`config.mk`:
```
export PLATFORM = sky130hd
export DESIGN_NAME = dmem_arbiter_flat
export DESIGN_NICKNAME = d
export VERILOG_FILES = /design/src/rtl/dmem_pkg.sv /design/src/rtl/dmem_arbiter_if.sv /design/src/rtl/dmem_arb_prio.sv /design/src/rtl/dmem_arbiter.sv /design/src/flat_wrapper.sv
export SDC_FILE = /design/constraint.sdc
export NUM_CORES = 1
export LEC_CHECK = 0
export ABC_AREA = 1
export ABC_CLOCK_PERIOD_IN_PS = 1200
export BUFFER_PORTS_ARGS = -buffer_cell sky130_fd_sc_hd__buf_2
export CORE_AREA = 2 2 121 123
export CTS_CLUSTER_SIZE = 25
export DETAILED_ROUTE_END_ITERATION = 8
export DIE_AREA = 0 0 123 125
export PLACE_DENSITY = 0.49
export SKIP_LAST_GASP = 1
export SYNTH_ARGS = -nofsm -noshare
export SYNTH_HDL_FRONTEND = slang
export SYNTH_HIERARCHICAL = 1
export SYNTH_SLANG_ARGS = --single-unit
```
`constraint.sdc`:
```
create_clock -name clk -period 1.2 [get_ports clk]
set_clock_uncertainty 0.15 [all_clocks]
set_input_delay 0.24 -clock clk [delete_from_list [all_inputs] [get_ports clk]]
set_output_delay 0.24 -clock clk [all_outputs]
set_load 0.01 [all_outputs]
```
`src/rtl/dmem_pkg.sv`:
```
// Shared encodings and constants for the data-memory arbiter slice.
package dmem_pkg;

    localparam int unsigned NUM_LANES = 4;
    localparam logic [NUM_LANES-1:0] WSTRB_ALL = {NUM_LANES{1'b1}};

    // Which requester owns the read data returning this cycle
    typedef enum logic [1:0] {
        OWN_NONE = 2'd0,
        OWN_CORE = 2'd1,
        OWN_EXT  = 2'd2
    } rd_own_e;

    function automatic logic is_read(input logic gnt, input logic we);
        return gnt & ~we;
    endfunction

endpackage

```
`src/rtl/dmem_arbiter_if.sv`:
```
// Bundle of core, external and RAM-side signals around the data-memory arbiter.
interface dmem_arbiter_if #(
    parameter int unsigned ADDR_W = 32,
    parameter int unsigned DATA_W = 32
);
    import dmem_pkg::*;

    logic                 core_req;
    logic                 core_we;
    logic [ADDR_W-1:0]    core_addr;
    logic [DATA_W-1:0]    core_wdata;
    logic [NUM_LANES-1:0] core_wstrb;
    logic                 core_gnt;
    logic                 core_rvalid;
    logic [DATA_W-1:0]    core_rdata;
    logic                 core_stall;

    logic                 ext_req;
    logic                 ext_we;
    logic [ADDR_W-1:0]    ext_addr;
    logic [DATA_W-1:0]    ext_wdata;
    logic                 ext_gnt;
    logic                 ext_rvalid;
    logic [DATA_W-1:0]    ext_rdata;

    logic                 mem_en;
    logic                 mem_we;
    logic [ADDR_W-1:0]    mem_addr;
    logic [DATA_W-1:0]    mem_wdata;
    logic [NUM_LANES-1:0] mem_wstrb;
    logic [DATA_W-1:0]    mem_rdata;

    // Requesters and RAM side
    modport master (
        output core_req, core_we, core_addr, core_wdata, core_wstrb,
        input  core_gnt, core_rvalid, core_rdata, core_stall,
        output ext_req, ext_we, ext_addr, ext_wdata,
        input  ext_gnt, ext_rvalid, ext_rdata,
        input  mem_en, mem_we, mem_addr, mem_wdata, mem_wstrb,
        output mem_rdata
    );

    // Arbiter side
    modport slave (
        input  core_req, core_we, core_addr, core_wdata, core_wstrb,
        output core_gnt, core_rvalid, core_rdata, core_stall,
        input  ext_req, ext_we, ext_addr, ext_wdata,
        output ext_gnt, ext_rvalid, ext_rdata,
        output mem_en, mem_we, mem_addr, mem_wdata, mem_wstrb,
        input  mem_rdata
    );

endinterface

```
`src/rtl/dmem_arb_prio.sv`:
```
// Per-cycle grant decision: ext wins over core unless the starve count forces a core grant.
// Starvation override is compiled in only with `DMEM_ARB_FAIRNESS_EN.
module dmem_arb_prio
`ifdef DMEM_ARB_FAIRNESS_EN
#(
    parameter  int unsigned STARVE_LIMIT = 4,
    localparam int unsigned CNT_W        = $clog2(STARVE_LIMIT + 1)
)
`endif
(
    input  logic             rst,
    input  logic             core_req,
    input  logic             ext_req,
`ifdef DMEM_ARB_FAIRNESS_EN
    input  logic [CNT_W-1:0] starve_cnt,
`endif
    output logic             core_gnt_c,
    output logic             ext_gnt_c
);

    logic core_force_c;

    always_comb begin
        core_force_c = 1'b0;
`ifdef DMEM_ARB_FAIRNESS_EN
        core_force_c = (starve_cnt >= CNT_W'(STARVE_LIMIT));
`endif
    end

    // No grants while reset is held; requests are re-arbitrated afterwards
    always_comb begin
        core_gnt_c = 1'b0;
        ext_gnt_c  = 1'b0;
        if (!rst) begin
            if (ext_req && !(core_req && core_force_c)) begin
                ext_gnt_c = 1'b1;
            end else if (core_req) begin
                core_gnt_c = 1'b1;
            end
        end
    end

endmodule

```
`src/rtl/dmem_arbiter.sv`:
```
// Shares the single-port data RAM between the core LSU and an external loader/debug port.
// Define DMEM_ARB_FAIRNESS_EN to bound how long ext traffic can starve a waiting core.
module dmem_arbiter
    import dmem_pkg::*;
#(
    parameter int unsigned ADDR_W = 32,
    parameter int unsigned DATA_W = 32
`ifdef DMEM_ARB_FAIRNESS_EN
    , parameter int unsigned STARVE_LIMIT = 4
`endif
) (
    input  logic           clk,
    input  logic           rst,
    dmem_arbiter_if.slave  bus
);

    logic                 core_gnt_c;
    logic                 ext_gnt_c;
    rd_own_e              rd_own_q;
    rd_own_e              rd_own_d;

    logic                 mem_en_c;
    logic                 mem_we_c;
    logic [ADDR_W-1:0]    mem_addr_c;
    logic [DATA_W-1:0]    mem_wdata_c;
    logic [NUM_LANES-1:0] mem_wstrb_c;
    logic                 core_rvalid_c;
    logic                 ext_rvalid_c;
    logic [DATA_W-1:0]    core_rdata_c;
    logic [DATA_W-1:0]    ext_rdata_c;

`ifdef DMEM_ARB_FAIRNESS_EN
    localparam int unsigned CNT_W = $clog2(STARVE_LIMIT + 1);

    logic [CNT_W-1:0] starve_cnt_q;

    // Counts ext grants taken while the core sits waiting
    always_ff @(posedge clk) begin
        if (rst || core_gnt_c || !bus.core_req) begin
            starve_cnt_q <= '0;
        end else if (ext_gnt_c && (starve_cnt_q < CNT_W'(STARVE_LIMIT))) begin
            starve_cnt_q <= starve_cnt_q + CNT_W'(1);
        end
    end

    dmem_arb_prio #(
        .STARVE_LIMIT (STARVE_LIMIT)
    ) u_prio (
        .rst        (rst),
        .core_req   (bus.core_req),
        .ext_req    (bus.ext_req),
        .starve_cnt (starve_cnt_q),
        .core_gnt_c (core_gnt_c),
        .ext_gnt_c  (ext_gnt_c)
    );
`else
    dmem_arb_prio u_prio (
        .rst        (rst),
        .core_req   (bus.core_req),
        .ext_req    (bus.ext_req),
        .core_gnt_c (core_gnt_c),
        .ext_gnt_c  (ext_gnt_c)
    );
`endif

    // Read-owner state register
    always_ff @(posedge clk) begin
        if (rst) begin
            rd_own_q <= OWN_NONE;
        end else begin
            rd_own_q <= rd_own_d;
        end
    end

    // Next owner follows this cycle's read grant, so back-to-back reads pipeline
    always_comb begin
        rd_own_d = OWN_NONE;
        if (is_read(core_gnt_c, bus.core_we)) begin
            rd_own_d = OWN_CORE;
        end else if (is_read(ext_gnt_c, bus.ext_we)) begin
            rd_own_d = OWN_EXT;
        end
    end

    // Return-data steering; reset cancels a read still in flight
    always_comb begin
        core_rvalid_c = 1'b0;
        ext_rvalid_c  = 1'b0;
        core_rdata_c  = '0;
        ext_rdata_c   = '0;
        if (!rst) begin
            case (rd_own_q)
                OWN_CORE: begin
                    core_rvalid_c = 1'b1;
                    core_rdata_c  = bus.mem_rdata;
                end
                OWN_EXT: begin
                    ext_rvalid_c = 1'b1;
                    ext_rdata_c  = bus.mem_rdata;
                end
                default: begin
                    core_rvalid_c = 1'b0;
                    ext_rvalid_c  = 1'b0;
                end
            endcase
        end
    end

    // RAM port mux; ext accesses are always full-word
    always_comb begin
        mem_en_c    = 1'b0;
        mem_we_c    = 1'b0;
        mem_addr_c  = '0;
        mem_wdata_c = '0;
        mem_wstrb_c = '0;
        if (core_gnt_c) begin
            mem_en_c    = 1'b1;
            mem_we_c    = bus.core_we;
            mem_addr_c  = bus.core_addr;
            mem_wdata_c = bus.core_wdata;
            mem_wstrb_c = bus.core_wstrb;
        end else if (ext_gnt_c) begin
            mem_en_c    = 1'b1;
            mem_we_c    = bus.ext_we;
            mem_addr_c  = bus.ext_addr;
            mem_wdata_c = bus.ext_wdata;
            mem_wstrb_c = WSTRB_ALL;
        end
    end

    assign bus.core_gnt    = core_gnt_c;
    assign bus.ext_gnt     = ext_gnt_c;
    assign bus.core_stall  = bus.core_req & ~core_gnt_c;
    assign bus.core_rvalid = core_rvalid_c;
    assign bus.core_rdata  = core_rdata_c;
    assign bus.ext_rvalid  = ext_rvalid_c;
    assign bus.ext_rdata   = ext_rdata_c;
    assign bus.mem_en      = mem_en_c;
    assign bus.mem_we      = mem_we_c;
    assign bus.mem_addr    = mem_addr_c;
    assign bus.mem_wdata   = mem_wdata_c;
    assign bus.mem_wstrb   = mem_wstrb_c;

endmodule

```
`src/flat_wrapper.sv`:
```
// flat-port wrapper written by rule: the top's interface ports become plain ports
module dmem_arbiter_flat import dmem_pkg::*;
#(
    parameter int unsigned ADDR_W = 32,
    parameter int unsigned DATA_W = 32

)
  (clk, rst, bus_core_req, bus_core_we, bus_core_addr, bus_core_wdata, bus_core_wstrb, bus_core_gnt, bus_core_rvalid, bus_core_rdata, bus_core_stall, bus_ext_req, bus_ext_we, bus_ext_addr, bus_ext_wdata, bus_ext_gnt, bus_ext_rvalid, bus_ext_rdata, bus_mem_en, bus_mem_we, bus_mem_addr, bus_mem_wdata, bus_mem_wstrb, bus_mem_rdata);
  dmem_arbiter_if #(.ADDR_W(ADDR_W), .DATA_W(DATA_W)) bus_i ();
  input  logic clk;
  input  logic rst;
  input wire logic [$bits(bus_i.core_req)-1:0] bus_core_req;
  input wire logic [$bits(bus_i.core_we)-1:0] bus_core_we;
  input wire logic [$bits(bus_i.core_addr)-1:0] bus_core_addr;
  input wire logic [$bits(bus_i.core_wdata)-1:0] bus_core_wdata;
  input wire logic [$bits(bus_i.core_wstrb)-1:0] bus_core_wstrb;
  output wire logic [$bits(bus_i.core_gnt)-1:0] bus_core_gnt;
  output wire logic [$bits(bus_i.core_rvalid)-1:0] bus_core_rvalid;
  output wire logic [$bits(bus_i.core_rdata)-1:0] bus_core_rdata;
  output wire logic [$bits(bus_i.core_stall)-1:0] bus_core_stall;
  input wire logic [$bits(bus_i.ext_req)-1:0] bus_ext_req;
  input wire logic [$bits(bus_i.ext_we)-1:0] bus_ext_we;
  input wire logic [$bits(bus_i.ext_addr)-1:0] bus_ext_addr;
  input wire logic [$bits(bus_i.ext_wdata)-1:0] bus_ext_wdata;
  output wire logic [$bits(bus_i.ext_gnt)-1:0] bus_ext_gnt;
  output wire logic [$bits(bus_i.ext_rvalid)-1:0] bus_ext_rvalid;
  output wire logic [$bits(bus_i.ext_rdata)-1:0] bus_ext_rdata;
  output wire logic [$bits(bus_i.mem_en)-1:0] bus_mem_en;
  output wire logic [$bits(bus_i.mem_we)-1:0] bus_mem_we;
  output wire logic [$bits(bus_i.mem_addr)-1:0] bus_mem_addr;
  output wire logic [$bits(bus_i.mem_wdata)-1:0] bus_mem_wdata;
  output wire logic [$bits(bus_i.mem_wstrb)-1:0] bus_mem_wstrb;
  input wire logic [$bits(bus_i.mem_rdata)-1:0] bus_mem_rdata;
  assign bus_i.core_req = bus_core_req;
  assign bus_i.core_we = bus_core_we;
  assign bus_i.core_addr = bus_core_addr;
  assign bus_i.core_wdata = bus_core_wdata;
  assign bus_i.core_wstrb = bus_core_wstrb;
  assign bus_core_gnt = bus_i.core_gnt;
  assign bus_core_rvalid = bus_i.core_rvalid;
  assign bus_core_rdata = bus_i.core_rdata;
  assign bus_core_stall = bus_i.core_stall;
  assign bus_i.ext_req = bus_ext_req;
  assign bus_i.ext_we = bus_ext_we;
  assign bus_i.ext_addr = bus_ext_addr;
  assign bus_i.ext_wdata = bus_ext_wdata;
  assign bus_ext_gnt = bus_i.ext_gnt;
  assign bus_ext_rvalid = bus_i.ext_rvalid;
  assign bus_ext_rdata = bus_i.ext_rdata;
  assign bus_mem_en = bus_i.mem_en;
  assign bus_mem_we = bus_i.mem_we;
  assign bus_mem_addr = bus_i.mem_addr;
  assign bus_mem_wdata = bus_i.mem_wdata;
  assign bus_mem_wstrb = bus_i.mem_wstrb;
  assign bus_i.mem_rdata = bus_mem_rdata;
  dmem_arbiter #(.ADDR_W(ADDR_W), .DATA_W(DATA_W)) u_core (.clk(clk), .rst(rst), .bus(bus_i));
endmodule
```
; Yosys cells after proc, flatten, opt, wreduce, memory -nomap -nowiden
; Cells that the tools add are included.
[totals]
input_bits = 170
regBits = 2
out_inout_bits = 139
[op_classes]
n_bitwise = 6
n_mux = 25
n_reduce_logical = 1
n_eq_ne = 2
[ops]
columns = op, n
row1 = $mux W32, 8
row2 = $mux W1, 14
row3 = $mux W4, 2
row4 = $and A1 B1 Y1, 3
row5 = $not A1 Y1, 3
row6 = $eq A2 B1 Y1 const B, 1
row7 = $eq A2 B2 Y1 const B, 1
row8 = $mux W2, 1
row9 = $reduce_or A2 Y1, 1

; Longest topological paths before layout
[logic_depth]
depth_word = 5
mapped_depth = 9
mapped_depth_nobuf = 6

; Hierarchy
; The synthesis kept the hierarchy.
[modules_own_cells]
columns = mod, area_each_um2, cells_each, instances
row1 = dmem_arbiter, 1841.8, 393, 1
row2 = dmem_arb_prio, 20.0, 4, 1

; Least setup slack after synthesis
; Ideal clock, no wire load.
[synth_timing]
path_type = input port to output port
from = input port bus_ext_req
to = output port bus_mem_addr[22]
stages = 7
arrival_ns = 1.081
slack_ns = -0.271
required_ns = 0.810
cell_sequence = inv_2 nor2_1 buf_2 buf_6 buf_4 nand3_1 nand2_1
[synth_between]
elab_chain_len = 4
[synth_lines]
columns = item, line
row1 = start: declaration, flat_wrapper.sv:21  ; input wire logic [$bits(bus_i.ext_req)-1:0] bus_ext_req;
row2 = $mux W1, dmem_arb_prio.sv:35  ; if (ext_req && !(core_req && core_force_c)) begin
row3 = $mux W1, dmem_arb_prio.sv:34  ; if (!rst) begin
row4 = via bus_ext_gnt, flat_wrapper.sv:25  ; output wire logic [$bits(bus_i.ext_gnt)-1:0] bus_ext_gnt;
row5 = $mux W32, dmem_arbiter.sv:122  ; end else if (ext_gnt_c) begin
row6 = $mux W32, dmem_arbiter.sv:116  ; if (core_gnt_c) begin
row7 = end: declaration, flat_wrapper.sv:30  ; output wire logic [$bits(bus_i.mem_addr)-1:0] bus_mem_addr;
; The timed path passes the listed nets, and every way through them passes these cells.

; Worst setup path after layout
[layout_timing]
from = register u_core.rd_own_q[0]
to = output port bus_core_rdata[22]
[layout_between]
elab_chain_len = 3
[layout_lines]
columns = item, line
row1 = start: declaration, dmem_arbiter.sv:19  ; rd_own_e rd_own_q;
row2 = start signal: assignment, dmem_arbiter.sv:71  ; rd_own_q <= rd_own_d;
row3 = $eq A2 B1 Y1, dmem_arbiter.sv:92  ; case (rd_own_q)
row4 = $mux W32, dmem_arbiter.sv:92
row5 = $mux W32, dmem_arbiter.sv:91  ; if (!rst) begin
row6 = end: declaration, flat_wrapper.sv:19  ; output wire logic [$bits(bus_i.core_rdata)-1:0] bus_core_rdata;
; Every way passes these cells.

==> flow_metrics.py <==
metrics = {
    "place": {
        "dpl_worst_slack_ps": -476.0,
        "hpwl_um": 9438,
        "place.port_buffers": 308,
        "gp_congestion": 0.7393,
    },
    "critical_path": {
        "timing.critical_path.from_type": "flip-flop",
        "cp-end-kind": "output port",
        "path_max_fanout": 9,
        "crit_arrival_ps": 1200,
        "cp-endpoint": "bus_core_rdata[22]",
        "worstSetupStartpoint": "u_core/rd_own_q[0]",
        "timing_worst_setup_path_type": "flip-flop to output port",
        "critical_path_required_ps": 810,
    },
    "clock_network": {
        "htreeDepth": 1,
        "tritoncts.num_buffers": 3,
        "max-clock-path-buffers": 2,
        "clkSlewWorstSetupHoldPaths_ps": 30,
        "numClockSinks": 2,
        "cts.root.buffer_cell": "sky130_fd_sc_hd__clkbuf_16",
        "post_cts_hold_buffer_count": 0,
        "tritoncts": "yes",
    },
    "synth": {
        "netlist-cell-type-count": 17,
        "post_synth_inst_count": 397,
        "synth.largest_area_cell": "sky130_fd_sc_hd__nand3_1",
        "ys_dominant_reg_cell": "sky130_fd_sc_hd__dfxtp_1",
        "synth-seq-area-share_pct": 2.151,
        "async_flop_share_pct": 0,
        "ys_warns": 6,
        "synth.avg_cell_area_sq_um": 4.690,
        "synth_enable_flop_cells": 0,
        "synth_seq_cells": 2,
        "top_count_cell_post_synth": "sky130_fd_sc_hd__nand2_1",
        "synth_area_sq_mm": 0.001862,
        "post_synthesis_net_count": 567,
        "ys_top_cells_by_count": "139 x sky130_fd_sc_hd__nand2_1, 120 x sky130_fd_sc_hd__nand3_1, 68 x sky130_fd_sc_hd__nor2_1, 27 x sky130_fd_sc_hd__buf_2, 10 x sky130_fd_sc_hd__nand3_2",
        "synthTopCellsByArea": "sky130_fd_sc_hd__nand3_1 32%, sky130_fd_sc_hd__nand2_1 28%, sky130_fd_sc_hd__nor2_1 14%, sky130_fd_sc_hd__buf_2 7.3%, sky130_fd_sc_hd__nand3_2 5.4%",
        "synth_top_cell_area_share_pct": 32.26,
    },
    "run": {
        "max_cap_violations": 0,
    },
    "floorplanning": {
        "die_height_um": 125,
        "start_util_pct": 13.11,
        "fp.dieArea_sq_mm": 0.01538,
        "pin_count": 309,
        "core_region_area_sq_mm": 0.01420,
        "floorplan.die.width_um": 123,
        "std_cell_rows": 44,
    },
    "global_route": {
        "grt_start_max_net_pins": 39,
        "grt_antenna_before_repair": 2,
        "groute.usage.overall_pct": 13.94,
        "first_global_vias": 3353,
        "gr-total-overflow": 0,
        "global_route_wire_length_before_repair_um": 17410,
    },
    "outcome": {
        "failed_checks": "setup timing",
        "run_status": "complete, but fails checks",
    },
    "timing": {
        "rsz0062_at_grt": "yes",
        "final_worst_slack_ps": -394.1,
        "fmax_mhz": 627.3,
        "worst_pin_slew_ps": 259.0,
        "setup-violations-final": 140,
        "max-slew-margin-rel_pct": 82.74,
        "setup_tns_ps": -46970,
        "finalHoldViolCount": 0,
        "timing.final.crit_share_pct": 132.8,
        "finalWorstPathRequiredPeriod_ps": 1594,
        "max_transition_viols_final": 0,
    },
    "detailed_routing": {
        "routed_via_density": 4.200,
        "detail-route-antenna-nets": 0,
        "remaining_drc_errors": 0,
        "detailedRoute.firstIterationViolations": 79,
        "detailroute.via_count": 3721,
        "drt_pass1_iterations": 4,
        "detail_route.wirelength_um": 12290,
        "avgRoutedWirePerCell_um": 13.87,
    },
    "finish": {
        "number_of_flip_flops_under_the_largest_register_name": 2,
        "nets": 873,
        "top_register": "u_core/rd_own_q",
        "layout_cell_share_with_drive_strength_beyond_1_pct": 77.75,
        "area_growth_pct": 175.9,
        "filler_cell_count": 1563,
        "reg_top3": "u_core/rd_own_q x2",
    },
    "power_and_ir_drop": {
        "cellLeakagePower_nw": 2.615,
        "ir_worst_vdd_uv": 205.4,
        "power_mw": 1.853,
        "pwr_density_cell_mw_per_mm2": 360.7,
    },
    "hold_path": {
        "min-delay-path-class": "primary input to flip-flop",
    },
}
-- repair_timing --
item / 4_1_cts / 5_1_grt
pin swaps: 11 / 13
hold endpoints to repair: 0 / 0
gates cloned: 4 / 4
setup buffers: 3 / 2
resized for setup: 38 / 45
endpoints found under the setup margin: 139 / 141
-- layout by cell type, fill, tap and decap left out, types with 3 or more instances in the layout --
| master | count |
|---|---|
| sky130_fd_sc_hd__buf_16 | 5 |
| sky130_fd_sc_hd__buf_12 | 16 |
| sky130_fd_sc_hd__nand3_4 | 17 |
| sky130_fd_sc_hd__buf_4 | 7 |
| sky130_fd_sc_hd__nand3_2 | 46 |
| sky130_fd_sc_hd__nand2_1 | 78 |
| sky130_fd_sc_hd__nor2_4 | 22 |
| sky130_fd_sc_hd__inv_1 | 3 |
| sky130_fd_sc_hd__nor2_1 | 8 |
| sky130_fd_sc_hd__nand2_2 | 60 |
| sky130_fd_sc_hd__buf_6 | 23 |
| sky130_fd_sc_hd__clkbuf_16 | 7 |
| sky130_fd_sc_hd__nor2_2 | 39 |
| sky130_fd_sc_hd__buf_2 | 289 |
| sky130_fd_sc_hd__nand3_1 | 67 |
-- report_power, final --
| group | internal [mW] | leakage (nW) | switching, mW |
|---|---|---|---|
| Combinational | 0.610 | 2.56 | 0.674 |
| Clock | 0.424 | 0.0370 | 0.0735 |
| Sequential | 0.0652 | 0.0178 | 0.00650 |
-- kinds of logic after synthesis --
| group | count (synthesis) | share of synthesized area (%) |
|---|---|---|
| and+or+nand+nor | 343 | 81.18 |
| buffers and inverters | 52 | 16.67 |
| DFF | 2 | 2.151 |
-- worst min-delay path by stage --
stage                           start  cells past startpoint            endpoint
after floorplan           bus_core_we                      1  u_core/rd_own_q[0]
after global placement    bus_core_we                      2  u_core/rd_own_q[0]
after detailed placement  bus_core_we                      2  u_core/rd_own_q[0]
after CTS                 bus_core_we                      2  u_core/rd_own_q[0]
after global routing      bus_core_we                      2  u_core/rd_own_q[0]
final                     bus_core_we                      2  u_core/rd_own_q[0]
-- stage by stage --
stage | hold slack [ps] | cells | util (%) | area (sq um)
floorplan | 166.8 | 397 | - | 2679
global placement | 351.2 | 869 | 30.98 | 4400
detailed placement | 350.3 | 869 | 30.98 | 4400
CTS | 114.5 | 879 | 33.69 | 4785
global route | 128.7 | 886 | 36.16 | 5136
finish | 112.3 | 886 | 36.16 | 5136
-- final cells by class --
type                    instances  area (sq um)  share of cell area, %
diodes                          1         2.502                0.04872
clock buffers                   3         75.07                  1.462
inverters                       7         80.08                  1.559
multi-input cells             343          2355                  45.85
flip-flops and latches          2         47.55                 0.9257
well taps                     184         230.2                  4.482
repair buffers                346          2346                  45.68
-- metal layers --
layer  global-route usage (%)  part of all wire (%)
met3                    3.057                   8.9
met1                    16.11                    38
met2                    26.68                    52
met5                        0                  0.11
met4                    1.270                  0.43
-- critical path: stages (launching register included) --
cell	delay, ps
sky130_fd_sc_hd__dfxtp_4	480
sky130_fd_sc_hd__buf_12	190
sky130_fd_sc_hd__nand3_4	80
sky130_fd_sc_hd__nor2_4	100
sky130_fd_sc_hd__buf_2	130
Note: power is estimated with default switching activity, not from simulation.
